--- src/rtl/rv32_alu_pkg.sv ---
// -----------------------------------------------------------------------------
// rv32_alu_pkg
//  Shared constants for the RV32I ALU issue path: major opcodes, funct3 codes,
//  funct7 encodings and the bit positions inside the 4-bit ALU flag vector.
// -----------------------------------------------------------------------------
package rv32_alu_pkg;

   localparam int XLEN = 32;
   localparam int RD_W = 5;

   localparam logic [6:0] OPC_OP     = 7'b0110011;
   localparam logic [6:0] OPC_OP_IMM = 7'b0010011;

   typedef enum logic [2:0] {
      F3_ADD  = 3'b000,  // ADD/SUB
      F3_SLL  = 3'b001,
      F3_SLT  = 3'b010,
      F3_SLTU = 3'b011,
      F3_XOR  = 3'b100,
      F3_SR   = 3'b101,  // SRL/SRA
      F3_OR   = 3'b110,
      F3_AND  = 3'b111
   } funct3_e;

   localparam logic [6:0] FUNCT7_BASE = 7'b0000000;
   localparam logic [6:0] FUNCT7_ALT  = 7'b0100000;

   // Bit positions within rsp_flags = {sign, ovf, cout, zero}
   localparam int FLAG_ZERO = 0;
   localparam int FLAG_COUT = 1;
   localparam int FLAG_OVF  = 2;
   localparam int FLAG_SIGN = 3;

endpackage

--- src/rtl/alu_issue_decode.sv ---
// -----------------------------------------------------------------------------
// alu_issue_decode
//  Combinational decode of an RV32I OP / OP-IMM instruction into ALU operands.
//  Ports:
//   instr   in   32    raw instruction word
//   rs1     in   XLEN  rs1 value
//   rs2     in   XLEN  rs2 value (ignored for OP-IMM)
//   in1     out  XLEN  ALU operand 1 (0 when illegal)
//   in2     out  XLEN  ALU operand 2 (rs2, sign-extended imm or shamt; 0 when illegal)
//   func3   out  4     {1'b0, funct3} (0 when illegal)
//   func7   out  4     {3'b0, alt}    (0 when illegal)
//   illegal out  1     not an ALU op, or a reserved encoding
// -----------------------------------------------------------------------------
module alu_issue_decode
   import rv32_alu_pkg::*;
#(
   parameter int XLEN = rv32_alu_pkg::XLEN
) (
   input  logic [31:0]     instr,
   input  logic [XLEN-1:0] rs1,
   input  logic [XLEN-1:0] rs2,
   output logic [XLEN-1:0] in1,
   output logic [XLEN-1:0] in2,
   output logic [3:0]      func3,
   output logic [3:0]      func7,
   output logic            illegal
);

   logic [6:0]      opcode;
   logic [2:0]      f3;
   logic [6:0]      f7;
   logic [XLEN-1:0] imm_sext;
   logic [XLEN-1:0] shamt;
   logic [XLEN-1:0] op2;
   logic            alt;
   logic            legal;

   // rd and rs1 fields are consumed elsewhere (rd by the top, rs1 as a value).
   logic unused_fields;
   assign unused_fields = &{1'b0, instr[19:15], instr[11:7]};

   assign opcode   = instr[6:0];
   assign f3       = instr[14:12];
   assign f7       = instr[31:25];
   assign imm_sext = {{(XLEN-12){instr[31]}}, instr[31:20]};
   assign shamt    = {{(XLEN-5){1'b0}}, instr[24:20]};

   always_comb begin
      // NOTE: every variable written here gets a default first, so no path
      // leaves one unassigned and no latch is inferred.
      op2   = '0;
      alt   = 1'b0;
      legal = 1'b0;
      case (opcode)
         OPC_OP: begin
            op2   = rs2;
            alt   = f7[5];
            // The ALT encoding only exists for SUB and SRA.
            legal = (f7 == FUNCT7_BASE) ||
                    ((f7 == FUNCT7_ALT) && ((f3 == F3_ADD) || (f3 == F3_SR)));
         end
         OPC_OP_IMM: begin
            legal = 1'b1;
            op2   = imm_sext;
            if (f3 == F3_SLL) begin
               op2   = shamt;
               legal = (f7 == FUNCT7_BASE);
            end else if (f3 == F3_SR) begin
               op2   = shamt;
               alt   = instr[30];
               legal = (f7 == FUNCT7_BASE) || (f7 == FUNCT7_ALT);
            end
         end
         default: legal = 1'b0;
      endcase
   end

   // Illegal ops still flow down the pipe, but with a quiet ALU.
   assign illegal = !legal;
   assign in1     = legal ? rs1 : '0;
   assign in2     = legal ? op2 : '0;
   assign func3   = legal ? {1'b0, f3} : 4'd0;
   assign func7   = legal ? {3'b000, alt} : 4'd0;

endmodule

--- src/rtl/alu_issue_unit.sv ---
// -----------------------------------------------------------------------------
// alu_issue_unit
//  Two-stage front end for the ALU. Stage E registers the decoded operands
//  onto the ALU inputs; stage R captures the ALU result/flags one cycle later
//  and returns them with rd. valid/ready on both sides, one op per cycle.
//  Ports:
//   clk, rst_n                    clock, async active-low reset
//   req_valid/req_ready           request handshake
//   req_instr, req_rs1, req_rs2   instruction word and operand values
//   alu_in1/in2/func3/func7       registered ALU inputs (0 when E is empty)
//   alu_c/zero/cout/ovf/sign      combinational ALU result and flags
//   rsp_valid/rsp_ready           response handshake
//   rsp_result, rsp_flags         result and {sign,ovf,cout,zero} (0 if illegal)
//   rsp_rd, rsp_illegal           destination index, illegal-op marker
// -----------------------------------------------------------------------------
module alu_issue_unit
   import rv32_alu_pkg::*;
#(
   parameter int XLEN = rv32_alu_pkg::XLEN,
   parameter int RD_W = rv32_alu_pkg::RD_W
) (
   input  logic            clk,
   input  logic            rst_n,
   input  logic            req_valid,
   output logic            req_ready,
   input  logic [31:0]     req_instr,
   input  logic [XLEN-1:0] req_rs1,
   input  logic [XLEN-1:0] req_rs2,
   output logic [XLEN-1:0] alu_in1,
   output logic [XLEN-1:0] alu_in2,
   output logic [3:0]      alu_func3,
   output logic [3:0]      alu_func7,
   input  logic [XLEN-1:0] alu_c,
   input  logic            alu_zero,
   input  logic            alu_cout,
   input  logic            alu_ovf,
   input  logic            alu_sign,
   output logic            rsp_valid,
   input  logic            rsp_ready,
   output logic [XLEN-1:0] rsp_result,
   output logic [3:0]      rsp_flags,
   output logic [RD_W-1:0] rsp_rd,
   output logic            rsp_illegal
);

   logic [XLEN-1:0] dec_in1, dec_in2;
   logic [3:0]      dec_func3, dec_func7;
   logic            dec_illegal;

   alu_issue_decode #(.XLEN(XLEN)) u_decode (
      .instr   (req_instr),
      .rs1     (req_rs1),
      .rs2     (req_rs2),
      .in1     (dec_in1),
      .in2     (dec_in2),
      .func3   (dec_func3),
      .func7   (dec_func7),
      .illegal (dec_illegal)
   );

   // Stage E state
   logic            e_valid;
   logic [XLEN-1:0] e_in1, e_in2;
   logic [3:0]      e_func3, e_func7;
   logic            e_illegal;
   logic [RD_W-1:0] e_rd;

   // Holds req_ready low while in reset and until the first edge after release.
   logic            ready_en;

   logic r_free, e_adv, req_fire;
   logic [3:0] alu_flags;

   assign r_free    = !rsp_valid || rsp_ready;
   assign e_adv     = e_valid && r_free;
   assign req_ready = ready_en && (!e_valid || e_adv);
   assign req_fire  = req_valid && req_ready;

   always_comb begin
      alu_flags            = '0;
      alu_flags[FLAG_ZERO] = alu_zero;
      alu_flags[FLAG_COUT] = alu_cout;
      alu_flags[FLAG_OVF]  = alu_ovf;
      alu_flags[FLAG_SIGN] = alu_sign;
   end

   // NOTE: sequential state is updated with non-blocking assignments so every
   // flop samples pre-edge values regardless of process ordering.
   always_ff @(posedge clk or negedge rst_n) begin
      if (!rst_n) ready_en <= 1'b0;
      else        ready_en <= 1'b1;
   end

   // NOTE: the datapath registers are reset as well as the valids, because
   // every output must read 0 during reset, not just the handshake bits.
   always_ff @(posedge clk or negedge rst_n) begin
      if (!rst_n) begin
         e_valid   <= 1'b0;
         e_in1     <= '0;
         e_in2     <= '0;
         e_func3   <= '0;
         e_func7   <= '0;
         e_illegal <= 1'b0;
         e_rd      <= '0;
      end else if (req_fire) begin
         e_valid   <= 1'b1;
         e_in1     <= dec_in1;
         e_in2     <= dec_in2;
         e_func3   <= dec_func3;
         e_func7   <= dec_func7;
         e_illegal <= dec_illegal;
         e_rd      <= req_instr[7 +: RD_W];
      end else if (e_adv) begin
         e_valid   <= 1'b0;
      end
   end

   // Operands stay registered; only the valid bit decides whether they show.
   assign alu_in1   = e_valid ? e_in1   : '0;
   assign alu_in2   = e_valid ? e_in2   : '0;
   assign alu_func3 = e_valid ? e_func3 : '0;
   assign alu_func7 = e_valid ? e_func7 : '0;

   always_ff @(posedge clk or negedge rst_n) begin
      if (!rst_n) begin
         rsp_valid   <= 1'b0;
         rsp_result  <= '0;
         rsp_flags   <= '0;
         rsp_rd      <= '0;
         rsp_illegal <= 1'b0;
      end else begin
         if (r_free) rsp_valid <= e_valid;
         if (e_adv) begin
            rsp_result  <= e_illegal ? '0 : alu_c;
            rsp_flags   <= e_illegal ? 4'd0 : alu_flags;
            rsp_rd      <= e_rd;
            rsp_illegal <= e_illegal;
         end
      end
   end

endmodule

--- config.mk ---
export PLATFORM = sky130hd
export DESIGN_NAME = alu_issue_unit
export DESIGN_NICKNAME = d
export VERILOG_FILES = /design/src/rtl/rv32_alu_pkg.sv /design/src/rtl/alu_issue_decode.sv /design/src/rtl/alu_issue_unit.sv
export SDC_FILE = /design/constraint.sdc
export NUM_CORES = 1
export LEC_CHECK = 0
export CORE_MARGIN = 2
export CORE_UTILIZATION = 28
export DETAILED_ROUTE_END_ITERATION = 7
export PLACE_DENSITY = 0.63
export SLEW_MARGIN = 20
export SYNTH_ARGS = -nofsm -noshare
export SYNTH_HDL_FRONTEND = slang
export SYNTH_SLANG_ARGS = --single-unit
--- constraint.sdc ---
create_clock -name clk -period 4.09 [get_ports clk]
set_clock_uncertainty 0.05 [all_clocks]
set_input_delay 0.818 -clock clk [delete_from_list [all_inputs] [get_ports clk]]
set_output_delay 0.818 -clock clk [all_outputs]
set_load 0.02 [all_outputs]
# --- Yosys cells after proc, flatten, opt, wreduce, memory -nomap -nowiden ---
# Cells that the tools add are included.
word_totals:
  register_bits: 123
  out_inout_bits: 116
  elab_cells: 54
op_classes:
  muxes: 21
  eq_ne: 5
  n_reduce_logical: 15
ops:
  columns: ["op", "count"]
  rows:
  - ["$mux W32", 7]
  - ["$pmux W32 S2", 1]
  - ["$eq A7 B6 Y1 const B", 2]
  - ["$mux W4", 3]
  - ["$eq A7 B5 Y1 const B", 1]
  - ["$logic_not A7 Y1", 1]
  - ["$mux W1", 7]
  - ["$logic_or A1 B1 Y1", 5]
  - ["$logic_and A1 B1 Y1", 4]
  - ["$pmux W1 S2", 2]
  - ["$eq A3 B1 Y1 const B", 1]
  - ["$eq A3 B3 Y1 const B", 1]
  - ["$logic_not A1 Y1", 3]
  - ["$logic_not A3 Y1", 1]
  - ["$mux W3", 1]
  - ["$reduce_bool A2 Y1", 1]

# --- Longest topological paths before layout ---
depth:
  word_depth: 7
  ltp_mapped: 7

# --- Modules after synthesis ---
# Synthesis repeated with hierarchy kept, for this count alone.
hier_totals:
  hier_cells: 539
  hier_area_um2: 6343.6
by_module_without_submodules:
  columns: ["module", "instances", "area_each_um2", "cells_each"]
  rows:
  - ["alu_issue_unit", 1, 5377.7, 385]
  - ["alu_issue_decode", 1, 965.9, 154]

# --- Worst setup path after synthesis ---
# OpenSTA, ideal clock, no wires.
synth_timing:
  path_type: "input-to-reg"
  startpoint: "input req_instr[3]"
  endpoint: "register e_func3[2]"
  slack_ns: 1.846
  path_stages: 6
  arrival_time_ns: 2.129
  t_required_ns: 3.975
  path_cell_list: "or4b_4 -> nor4b_4 -> and3_1 -> buf_6 -> buf_12 -> a22o_1"
synth_via:
  elab_chain_len: 3
  elab_cells_between_ends: 4
  cone_classes: "eq/ne (2); mux (2)"
synth_lines:
  columns: ["element", "line_no", "text"]
  rows:
  - ["from (decl)", "alu_issue_unit.sv:26", "input logic [31:0] req_instr,"]
  - ["$eq A7 B5 Y1 or $eq A7 B6 Y1 (tied branches)", "alu_issue_decode.sv:54", "case (opcode)"]
  - ["$pmux W1 S2 (*)", "alu_issue_decode.sv:54", null]
  - ["$mux W3 (*)", "alu_issue_decode.sv:82", "assign func3 = legal ? {1'b0, f3} : 4'd0;"]
  - ["to (signal assigned)", "alu_issue_unit.sv:109", "e_func3 <= dec_func3;"]
  - ["to (decl)", "alu_issue_unit.sv:64", "logic [3:0] e_func3, e_func7;"]
# Every way passes the cells marked *; elsewhere a longest branch is shown, timed or not.
# A chain may end at the register's enable or synchronous reset.

# --- Final worst setup path ---
layout_timing:
  startpoint: "input rsp_ready"
  endpoint: "output req_ready"
layout_via:
  elab_chain_len: 4
layout_lines:
  columns: ["element", "line_no", "text"]
  rows:
  - ["from (decl)", "alu_issue_unit.sv:39", "input logic rsp_ready,"]
  - ["$logic_or A1 B1 Y1", "alu_issue_unit.sv:74", "assign r_free = !rsp_valid || rsp_ready;"]
  - ["$logic_and A1 B1 Y1", "alu_issue_unit.sv:75", "assign e_adv = e_valid && r_free;"]
  - ["$logic_or A1 B1 Y1", "alu_issue_unit.sv:76", "assign req_ready = ready_en && (!e_valid || e_adv);"]
  - ["$logic_and A1 B1 Y1", "alu_issue_unit.sv:76", null]
  - ["to (decl)", "alu_issue_unit.sv:25", "output logic req_ready,"]
# Every way passes these cells.

==> flow_summary.json <==
{
  "outcome": "finished clean",
  "max_slew_margin_pct": 32.6,
  "hold_path_class": "reg -> reg",
  "grt_pass1_wl_microns": 24800,
  "fp.dieW_microns": 141,
  "antenna_cells": 0,
  "placedCellCount": 953,
  "irDropWorstVdd_uv": 274,
  "synthAdderAreaFrac_pct": 0,
  "ys.flop_type": "dfrtp_1",
  "async_reset_ff_share_pct": 100,
  "antenna_found_initial": 0,
  "die_h_microns": 141,
  "grt_pass1_vias": 4609,
  "post_cts_buffers": 0,
  "final_util_pct": 46.1,
  "swShare_pct": 23.8,
  "syn_area_per_cell_sq_um": 10.3,
  "core-area_sq_mm": 0.0181,
  "p_int_mw": 2.33,
  "clk_path_buf_depth": 2,
  "cts_buffers": 17,
  "clk_latency_ps": 410,
  "instances_no_fill": 984,
  "setup_viol": 0,
  "ys_ff_latch": 119,
  "synthMuxAreaShare_pct": 3.11,
  "area_delta_synth_final_pct": 60.1,
  "use_met1_pct": 19.8,
  "synthTopCellsByArea": "dfrtp_1, and2_1, nand2_1",
  "comb_power_share_pct": 11.5,
  "worstSetupPathType": "in -> out",
  "cts_sinks": 119,
  "routed_wl_microns": 15700,
  "cp_slowest_cell": "clkdlybuf4s50_1",
  "hold_viol": 0,
  "layout_setup_ws_ps": 813,
  "grt_util_met3_pct": 7.24,
  "ctsResizeCount": 0,
  "critPathRequiredTime_ps": 3220,
  "start_util_pct": 28.8,
  "synth_xor_area_share_pct": 0.167,
  "startpoint": "rsp_ready",
  "critical_path.top_delay_family": "buffers and inverters",
  "synthTopCellsByCount": "dfrtp_1, nand2_1, and2_1, o21ai_0, a22o_1",
  "clk_pin_slew_worst_paths_ps": 60,
  "drv_cap": 0,
  "yosysMostFrequentCell": "dfrtp_1",
  "yosys.area_share.simple_pct": 18.1,
  "critPathCaptureType": "output pin",
  "cp-start-kind": "input port",
  "overflow": 0,
  "ant_nets": 0,
  "arrival_ps": 2410,
  "synth_edf_count": 0,
  "finalCritPeriodShare_pct": 80.1,
  "vias": 4465,
  "synth_top_family_by_area": "simple AND/OR/NAND/NOR gates",
  "timing.fmax_ghz": 0.305,
  "yosysSeqAreaShare_pct": 56.9,
  "power_per_cell_area_mw_per_mm2": 365,
  "io_buffers": 242,
  "crit_fanout": 4,
  "std_cell_rows": 49,
  "finalSetupTns_ps": 0,
  "drc_errors": 0,
  "cp.buffers_inverters": 2,
  "rsz0062_at_grt": "no",
  "nets": 879,
  "timing.rr.start": "e_valid$_DFFE_PN0P_",
  "fin_crit_ps": 3280,
  "grt_start_max_net_pins": 62,
  "drtIter0Drc": 126,
  "wl_per_cell_microns": 15.9,
  "synth_top_area_cell": "dfrtp_1",
  "top_level_ports": 252,
  "n_fill_cell": 1769,
  "hold_buffers": 0,
  "grt_usage_pct": 16.1,
  "crit_top_cell": "clkdlybuf4s50_1",
  "drive_gt1_share_pct": 8.48,
  "syn_area_sq_mm": 0.00523,
  "cts.htree.levels": 4,
  "synth_top_area_share_pct": 56.9,
  "p_sw_uw": 728,
  "globalRouteMet2Util_pct": 25.6,
  "drv_slew": 0,
  "slowest_delay_ps": 550,
  "p_leak_nw": 3.54,
  "cts_tree": "done",
  "vias_per_cell": 4.54,
  "hpwl_microns": 10900,
  "syn_inst": 510,
  "yosysWarnings": 0,
  "drt_first_pass_iters": 4,
  "power_frac_clock_pct": 48.1,
  "die-area_sq_mm": 0.0198,
  "path_cells": "clkdlybuf4s50_1, nand3b_1, and2_1, clkdlybuf4s50_1",
  "root_buffer": "clkbuf_16",
  "synth-compound-area-share_pct": 16.1,
  "seqPwrFrac_pct": 40.4,
  "gp_congestion": 0.747,
  "synth_cell_types": 34,
  "busiest_layer": "met2",
  "tightest_slew_ps": 1000,
  "pre_cts_slack_ps": 748,
  "hold_path_startpoint": "e_in2[4]$_DFFE_PN0P_"
}
==> final timing paths <==
path | end | slack (ps) | cells after the start
worst min register to register | e_in2[4]$_DFFE_PN0P_ | 420 | 2
worst min-delay path | e_in2[4]$_DFFE_PN0P_ | 420 | 2
max in group asynchronous | e_in1[24]$_DFFE_PN0P_ | 2640 | 2
worst max-delay path | req_ready | 810 | 4
min in group asynchronous | rsp_result[24]$_DFFE_PN0P_ | 430 | 1
worst max register to register | rsp_result[12]$_DFFE_PN0P_ | 1610 | 5
==> per-stage QoR <==
stage | area, sq um | power, mW | hold slack (ps)
final | 8370 | 3.05 | 420
after global routing | 8370 | 3.19 | 439
after CTS | 8370 | 3.12 | 425
after detailed placement | 7790 | 1.61 | 412
after global placement | 7790 | 1.61 | 404
after floorplan | 5240 | 1.38 | 392
==> cell type report <==
class / count / area [sq um] / area share, %
Sequential cell: 119 / 2980 / 35.6
Timing Repair Buffer: 256 / 2520 / 30.2
Multi-Input combinational cell: 348 / 2000 / 23.9
Clock buffer: 19 / 453 / 5.41
Tap cell: 229 / 287 / 3.42
Clock inverter: 12 / 128 / 1.52
Inverter: 1 / 3.75 / 0.0448
==> power by group through the flow <==
stage | logic [mW] | clock network, mW | registers, mW
3_3_place_gp | 0.357 | 0 | 1.25
2_1_floorplan | 0.111 | 0 | 1.27
6_report | 0.352 | 1.47 | 1.23
4_1_cts | 0.360 | 1.52 | 1.23
5_1_grt | 0.383 | 1.57 | 1.24
3_5_place_dp | 0.359 | 0 | 1.26
==> metal layers <==
layer / share of wire (%) / routed length (microns)
met4: 1.1 / 178
met5: 0 / 0
met1: 44 / 6870
met3: 9.5 / 1500
met2: 46 / 7140
==> placed cells by master (no fill, tap or decap), types with 6 or more instances in the layout <==
| master | n |
|---|---|
| a22o_1 | 35 |
| a21oi_1 | 22 |
| mux2_2 | 10 |
| buf_4 | 15 |
| clkdlybuf4s50_1 | 241 |
| o21ai_0 | 69 |
| clkbuf_16 | 17 |
| dfrtp_1 | 118 |
| a22oi_1 | 6 |
| and2_1 | 69 |
| nand2_1 | 108 |
==> cells by family after synthesis <==
logic type	Yosys count
AND/OR/NAND/NOR	191
AO/OA/AOI/OAI	136
flip-flops	119
buffers and inverters	46
multiplexers	15
other	2
XOR/XNOR	1
==> state kept, by name, summed over array words and instances (netlist names) <==
register and flops:
e_valid 1, ready_en 1, e_func7 1, rsp_illegal 1, e_in2 32, e_illegal 1, rsp_valid 1, e_in1 32
rsp_rd 5, rsp_result 32, e_rd 5, e_func3 3, rsp_flags 4
==> tightest hold or removal path: stages (launching register included) <==
cell     delay [ps]
dfrtp_1         330
nand2_1          40
o21ai_0          60
Note: power is estimated with default switching activity, not from simulation.
